==> src/rtl/button_debounce.sv <==
`default_nettype none
// ============================================================================
// Module   : button_debounce
// Purpose  : Push-button conditioner. Synchronises a raw, bouncing pin into
//            the clock domain, debounces it with one shared cycle counter and
//            a four-state FSM, and produces a clean pressed level, one-cycle
//            press / release / long-press pulses and a wrapping press count.
// Revision : 1.0 - initial release
// ============================================================================
module button_debounce #(
    parameter int unsigned DEBOUNCE_CYC = 250000,   // stable cycles before a press/release is accepted (>= 1)
    parameter int unsigned LONG_CYC     = 25000000, // cycles in HELD before long_o fires; 0 disables it
    parameter bit          ACTIVE_LOW   = 1'b1      // 1: pin reads 0 when pressed
) (
    input  logic       clk_i,
    input  logic       rst_ni,
    input  logic       btn_i,
    output logic       pressed_o,
    output logic       press_o,
    output logic       release_o,
    output logic       long_o,
    output logic [7:0] count_o
);

    // ------------------------------------------------------------------------
    // Counter sizing: one counter serves both the debounce windows and the
    // long-press timer, so it must reach max(DEBOUNCE_CYC, LONG_CYC) - 1.
    // ------------------------------------------------------------------------
    localparam int unsigned CNT_MAX = (DEBOUNCE_CYC > LONG_CYC) ? DEBOUNCE_CYC : LONG_CYC;
    localparam int unsigned CNT_W   = (CNT_MAX > 1) ? $clog2(CNT_MAX) : 1;

    localparam bit               LONG_EN   = (LONG_CYC != 0);
    localparam logic [CNT_W-1:0] DEB_LAST  = CNT_W'(DEBOUNCE_CYC - 1);
    localparam logic [CNT_W-1:0] LONG_LAST = LONG_EN ? CNT_W'(LONG_CYC - 1) : '0;
    localparam logic [CNT_W-1:0] CNT_SAT   = '1;
    localparam logic [CNT_W-1:0] CNT_ONE   = CNT_W'(1);

    // Pin level when the button is not pressed; the synchroniser resets to it
    // so that leaving reset never looks like an edge.
    localparam logic [1:0]       SYNC_RST  = {2{ACTIVE_LOW}};

    typedef enum logic [1:0] {
        S_IDLE         = 2'd0,
        S_PRESS_WAIT   = 2'd1,
        S_HELD         = 2'd2,
        S_RELEASE_WAIT = 2'd3
    } state_e;

    // ------------------------------------------------------------------------
    // Declarations
    // ------------------------------------------------------------------------
    logic [1:0]       sync_q;
    logic [1:0]       sync_d;
    logic             lvl;

    state_e           state_q;
    state_e           state_d;
    logic [CNT_W-1:0] cnt_q;
    logic [CNT_W-1:0] cnt_d;
    logic [CNT_W-1:0] cnt_inc;
    logic             long_fired_q;
    logic             long_fired_d;

    logic             pressed_q;
    logic             pressed_d;
    logic             press_q;
    logic             press_d;
    logic             release_q;
    logic             release_d;
    logic             long_q;
    logic             long_d;
    logic [7:0]       count_q;
    logic [7:0]       count_d;

    // ------------------------------------------------------------------------
    // Synchroniser: stage 0 samples the asynchronous pin, stage 1 is the only
    // stage the FSM ever looks at.
    // ------------------------------------------------------------------------

    // Shift the pin into the two-flop synchroniser chain.
    always_comb begin
        sync_d = {sync_q[0], btn_i};
    end

    // Synchroniser flops, reset to the released pin level.
    always_ff @(posedge clk_i or negedge rst_ni) begin
        if (!rst_ni) begin
            sync_q <= SYNC_RST;
        end else begin
            sync_q <= sync_d;
        end
    end

    // Normalised level: 1 means the button is pressed regardless of polarity.
    assign lvl = sync_q[1] ^ ACTIVE_LOW;

    // Saturating increment; the counter must never wrap back into a window.
    assign cnt_inc = (cnt_q == CNT_SAT) ? cnt_q : (cnt_q + CNT_ONE);

    // ------------------------------------------------------------------------
    // Debounce FSM next-state and registered-output logic
    // ------------------------------------------------------------------------

    // Compute next state, counter, long-press latch and output registers.
    always_comb begin
        state_d      = state_q;
        cnt_d        = cnt_q;
        long_fired_d = long_fired_q;
        pressed_d    = pressed_q;
        press_d      = 1'b0;
        release_d    = 1'b0;
        long_d       = 1'b0;
        count_d      = count_q;

        case (state_q)
            S_IDLE: begin
                if (lvl) begin
                    state_d = S_PRESS_WAIT;
                    cnt_d   = '0;
                end
            end

            S_PRESS_WAIT: begin
                if (!lvl) begin
                    // Pressed level did not survive the window: a glitch.
                    state_d = S_IDLE;
                end else if (cnt_q == DEB_LAST) begin
                    state_d   = S_HELD;
                    cnt_d     = '0;
                    pressed_d = 1'b1;
                    press_d   = 1'b1;
                    count_d   = count_q + 8'd1;
                end else begin
                    cnt_d = cnt_inc;
                end
            end

            S_HELD: begin
                if (!lvl) begin
                    state_d = S_RELEASE_WAIT;
                    cnt_d   = '0;
                end else if (LONG_EN && !long_fired_q && (cnt_q == LONG_LAST)) begin
                    // Fire once per press; the counter then parks here.
                    long_d       = 1'b1;
                    long_fired_d = 1'b1;
                end else if (!long_fired_q) begin
                    cnt_d = cnt_inc;
                end
            end

            S_RELEASE_WAIT: begin
                if (lvl) begin
                    // Release bounce: still the same press, keep long_fired.
                    state_d = S_HELD;
                    cnt_d   = '0;
                end else if (cnt_q == DEB_LAST) begin
                    state_d      = S_IDLE;
                    cnt_d        = '0;
                    pressed_d    = 1'b0;
                    release_d    = 1'b1;
                    long_fired_d = 1'b0;
                end else begin
                    cnt_d = cnt_inc;
                end
            end

            default: begin
                state_d = S_IDLE;
                cnt_d   = '0;
            end
        endcase
    end

    // FSM state, counter and all registered outputs; reset clears everything.
    always_ff @(posedge clk_i or negedge rst_ni) begin
        if (!rst_ni) begin
            state_q      <= S_IDLE;
            cnt_q        <= '0;
            long_fired_q <= 1'b0;
            pressed_q    <= 1'b0;
            press_q      <= 1'b0;
            release_q    <= 1'b0;
            long_q       <= 1'b0;
            count_q      <= 8'd0;
        end else begin
            state_q      <= state_d;
            cnt_q        <= cnt_d;
            long_fired_q <= long_fired_d;
            pressed_q    <= pressed_d;
            press_q      <= press_d;
            release_q    <= release_d;
            long_q       <= long_d;
            count_q      <= count_d;
        end
    end

    // ------------------------------------------------------------------------
    // Outputs
    // ------------------------------------------------------------------------
    assign pressed_o = pressed_q;
    assign press_o   = press_q;
    assign release_o = release_q;
    assign long_o    = long_q;
    assign count_o   = count_q;

endmodule
`default_nettype wire

==> config.mk <==
export PLATFORM = sky130hd
export DESIGN_NAME = button_debounce
export DESIGN_NICKNAME = d
export VERILOG_FILES = /design/src/rtl/button_debounce.sv
export SDC_FILE = /design/constraint.sdc
export NUM_CORES = 1
export LEC_CHECK = 0
export ABC_AREA = 1
export CAP_MARGIN = 10
export CORE_MARGIN = 8
export CORE_UTILIZATION = 50
export DETAILED_ROUTE_END_ITERATION = 7
export GPL_ROUTABILITY_DRIVEN = 0
export PLACE_DENSITY = 0.79
export SKIP_LAST_GASP = 1
export SLEW_MARGIN = 20
export SYNTH_ARGS = -nofsm -noshare
export SYNTH_HDL_FRONTEND = slang
export SYNTH_SLANG_ARGS = --single-unit
==> constraint.sdc <==
create_clock -name clk_i -period 2.85 [get_ports clk_i]
set_clock_uncertainty 0.15 [all_clocks]
set_input_delay 0.7125 -clock clk_i [delete_from_list [all_inputs] [get_ports clk_i]]
set_output_delay 0.7125 -clock clk_i [all_outputs]
set_load 0.03 [all_outputs]
==> impl_table.tex <==
\begin{tabular}{lr}
\hline
Metric & Value \\
\hline
\multicolumn{2}{l}{\textbf{Yosys}} \\
\quad Dominant register cell in the synthesized netlist & dfrtp\_1 \\
\quad Syn avg cell area & 6.76 sq um \\
\quad FF+latch count, synth & 42 \\
\quad Number of enable flip-flop cells after synthesis & 0 \\
\quad Fraction of the yosys area taken by sequential cells & 39.3\% \\
\quad Multiplexer fraction of the synthesized cell area & 0\% \\
\quad Share of async-settable or async-resettable flops after synthesis & 100\% \\
\quad Synthesized-area fraction occupied by ao, oa, aoi and oai cells & approximately 4.5\% \\
\quad Xor/xnor cell area share of the yosys netlist & 2.28\% \\
\quad Count of cell types in the netlist & 25 \\
\quad Combinational family with the most area after synthesis & simple AND/OR/NAND/NOR gates \\
\quad Post-synthesis adder-cell area fraction & 0.932\% \\
\quad Netlist area before placement & 2680 sq um \\
\quad Synth Area in Simple Gates & a little over two fifths \\
\quad Number of synthesis warnings & 0 \\
\quad Mapped Cells & 397 \\
\quad Post-synth net total & 402 \\
\multicolumn{2}{l}{\textbf{Detailed routing}} \\
\quad Remaining routing DRC violations & 0 \\
\quad Average vias per placed instance & 4.99 \\
\quad DRT Wirelength & 5670 um \\
\quad Number of DRC violations after detailed-routing iteration 0 & roughly 140 \\
\quad WL/cell & 11.8 um \\
\quad Antenna violation net count after detailed routing & 0 \\
\quad Number of optimization iterations in the first detailed-route pass & 5 \\
\quad Number of vias after detailed routing & 2402 \\
\multicolumn{2}{l}{\textbf{Floorplanning}} \\
\quad Number of ports placed on the die boundary & 15 \\
\quad Die extent in y & approximately 89 um \\
\quad Starting density of the core & between 50\% and 60\% \\
\quad Floorplan die area & 7970 sq um \\
\quad Std-Cell Core Area & 5140 sq um \\
\quad Std-Cell Rows & 26 \\
\quad Die width & 89.3 um \\
\multicolumn{2}{l}{\textbf{GRT}} \\
\quad Global-route wire length before repair & 9550 um \\
\quad Vias in the first global route & $\sim$2200 \\
\quad Number of antenna violations at the first check in global routing & 0 \\
\quad Total global-route track usage & about 15\% \\
\quad Maximum number of pins on one net before global-route repair & 38 \\
\quad Aggregate global routing overflow & 0 \\
\multicolumn{2}{l}{\textbf{Power}} \\
\quad Power dissipated by switching net loads & 0.265 mW \\
\quad Power share of the clock group & $\sim$40\% \\
\quad Power Dens Cells & 390 nW/um\^{}2 \\
\quad Sw Share & 23.1\% \\
\quad Largest vdd supply drop & between 0.0003 and 0.0004 V \\
\quad Sequential fraction of design power & 54.0\% \\
\quad Reported leakage power & 1.37 nW \\
\quad Relative contribution of combinational cells to total power & under 10\% \\
\quad Internal cell power & 0.883 mW \\
\multicolumn{2}{l}{\textbf{STA}} \\
\quad Final cycle utilization of the critical path & between 80 and 90\% \\
\quad Max-slew violation count & 0 \\
\quad Clock period minus final worst setup slack & 2320 ps \\
\quad RSZ-0062 raised after global routing & false \\
\quad Achievable frequency & 432 MHz \\
\quad Post-route setup slack & around 530 ps \\
\quad Total count of hold-check failures in the final report & 0 \\
\quad Total of endpoints with negative setup slack in the final report & 0 \\
\quad Actual slew at the worst max-slew pin & around 460 ps \\
\quad Relative max-transition margin & a little over two thirds \\
\quad Setup TNS after final layout & 0 ps \\
\multicolumn{2}{l}{\textbf{Placed design}} \\
\quad Final HPWL DP & $\sim$4200 um \\
\quad Worst-case setup slack after placement & 603 ps \\
\quad Buffers added on ports & 14 \\
\multicolumn{2}{l}{\textbf{Clocking}} \\
\quad Resized cells post-CTS & 0 \\
\quad Clock transition at the registers of the reported paths & 80 ps \\
\quad Count of clock tree sinks & between 40 and 50 \\
\quad Setup repair bufs after CTS & 0 \\
\quad Clock buffers created by TritonCTS & 5 \\
\quad Number of buffers between clock root and the deepest sink & 2 \\
\quad Worst-Skew Late Latency & 300 ps \\
\quad H-tree levels & 2 \\
\quad Hold-fix buffer count after cts & 0 \\
\quad Root buffer cell & clkbuf\_8 \\
\quad CTS tree & done \\
\multicolumn{2}{l}{\textbf{Critical path}} \\
\quad Critical path capture point type & output port \\
\quad Setup crit start kind & flop \\
\quad Worst Path Class, Setup & flop to output port \\
\quad WP depth & 1 \\
\quad Worst Reg2Reg Path Length in Cells & 11 \\
\quad Critical Path Max Stage Delay & slightly above 700 ps \\
\quad Crit path buffers/inverters & 1 \\
\quad Sequence of cells on the critical path & clkdlybuf4s50\_1 \\
\quad Gate family responsible for the most delay along the worst path & buffers and inverters \\
\quad Worst path arrival time & 1450 ps \\
\quad Biggest fanout along the worst timing path & 6 \\
\quad Worst Path Required & slightly below 2000 ps \\
\quad Crit-path slowest cell & clkdlybuf4s50\_1 \\
\multicolumn{2}{l}{\textbf{Final layout}} \\
\quad Antenna fix cells & 0 \\
\quad Area Growth Syn to Fin & 9.84\% \\
\quad Number of inserted filler cells in the final layout & 502 \\
\quad Fin nets & 415 \\
\quad Layout cell share with drive strength beyond 1 & 9.98\% \\
\multicolumn{2}{l}{\textbf{Status}} \\
\quad Outcome & finished, final reports clean \\
\multicolumn{2}{l}{\textbf{Run}} \\
\quad Max-capacitance violation count & 0 \\
\multicolumn{2}{l}{\textbf{Worst hold path}} \\
\quad Kind of path behind the tightest hold check & input port to async pin \\
\hline
\end{tabular}
==> cell usage in the layout, fill, tap and decap left out, drive strengths merged <==
cell | Yosys | final
bufinv | 0 | 1
nand4 | 9 | 9
a21oi | 1 | 1
ha | 2 | 2
buf | 9 | 2
clkdlybuf4s50 | 0 | 13
nand2 | 119 | 119
clkinv | 0 | 2
nor2 | 100 | 100
dfrtp | 40 | 40
nor3 | 9 | 9
nand3 | 23 | 23
inv | 54 | 54
nor4 | 1 | 1
xnor2 | 4 | 4
clkbuf | 0 | 5
dfstp | 2 | 2
o21ai | 18 | 18
xor2 | 3 | 3
o21bai | 3 | 3
==> path summary, 6_finish.rpt <==
kind,startpoint,end,slack [ps]
max in group asynchronous,rst_ni,sync_q[0],1620
setup reg to reg,cnt_q[0],cnt_q[0],600
hold reg to reg,sync_q[0],sync_q[1],210
setup / recovery,count_o[2],count_o[2],530
hold / removal,rst_ni,cnt_q[12],210
min in group clk_i,sync_q[0],sync_q[1],210
==> flip-flops by register name (all words and copies together) (netlist names), named ones only <==
name	flops
long_fired_q	1
state_q	1
press_o	1
release_o	1
count_o	8
long_o	1
cnt_q	25
sync_q	2
pressed_o	1
==> final cells by class <==
| cell class | instances | area, sq um | area share, % |
|---|---|---|---|
| tap | 70 | 87.6 | 2.97 |
| timing repair buffer | 15 | 143 | 4.84 |
| sequential | 42 | 1050 | 35.7 |
| inverter | 54 | 203 | 6.88 |
| clock buffer | 5 | 68.8 | 2.33 |
| multi-input combinational | 292 | 1350 | 45.9 |
| clock inverter | 3 | 40.0 | 1.36 |
==> power groups by stage <==
stage,sequential [mW],combinational (mW),clock (mW)
after floorplan,0.629,0.0465,0
after global placement,0.630,0.0631,0
after CTS,0.619,0.0655,0.480
after global routing,0.621,0.0744,0.502
final,0.620,0.0642,0.465
after detailed placement,0.631,0.0654,0
==> worst reg2reg max path: stages, from the launching register on <==
cell and delay [ps]:
dfrtp_1 400, ha_1 220, nand2_2 80, nor2_4 130
nand2_2 80, nor2_2 120, nand3_2 130, nand2_4 320
inv_2 100, nand3_4 150, inv_2 160, nor2_1 150
==> cell usage after synthesis, types with 2 or more instances <==
cell type / instances / area share [%]
nor2_4: 3 / 1.3
nand2_2: 11 / 2.6
buf_4: 2 / 0.56
xor2_1: 3 / 0.98
nand3_1: 20 / 3.7
nand3_4: 2 / 1.3
nand4_1: 9 / 2.1
nor2_2: 5 / 1.2
ha_1: 2 / 0.93
inv_1: 49 / 6.9
nor3_1: 9 / 1.7
dfrtp_1: 40 / 37
xnor2_1: 4 / 1.3
nor2_1: 92 / 13
o21ai_0: 18 / 3.4
inv_2: 5 / 0.70
buf_2: 3 / 0.56
dfstp_2: 2 / 2.0
nand2_1: 107 / 15
o21bai_1: 3 / 0.84
buf_6: 4 / 1.7
==> layer usage <==
metal | vias up | global-route usage (%) | share of wire, %
met4 | 0 | 6.65 | 2.0
met2 | 61 | 25.9 | 48
met5 | - | 0 | 0
met3 | 12 | 3.95 | 4.6
met1 | 1086 | 17.8 | 45
li1 | 1243 | - | -
==> cells by family (layout without fill, tap and decap cells) <==
family	after synthesis	in the layout
AND/OR/NAND/NOR	261	261
adder cells (fa/ha/maj)	2	2
AO/OA/AOI/OAI	22	22
flip-flops	42	42
XOR/XNOR	7	7
buffers and inverters	63	77
==> through the flow <==
| stage | hold WS [ps] | instances | util [%] | power, mW | instance area [sq um] |
|---|---|---|---|---|---|
| final | 205 | 481 | 57.4 | 1.15 | 2950 |
| after CTS | 209 | 481 | 57.4 | 1.16 | 2950 |
| after global placement | 196 | 473 | 55.2 | 0.694 | 2840 |
| after global routing | 218 | 481 | 57.4 | 1.20 | 2950 |
| after detailed placement | 197 | 473 | 55.2 | 0.697 | 2840 |
| after floorplan | 195 | 397 | - | 0.675 | 2680 |
Power figures use the tool's default switching activity.
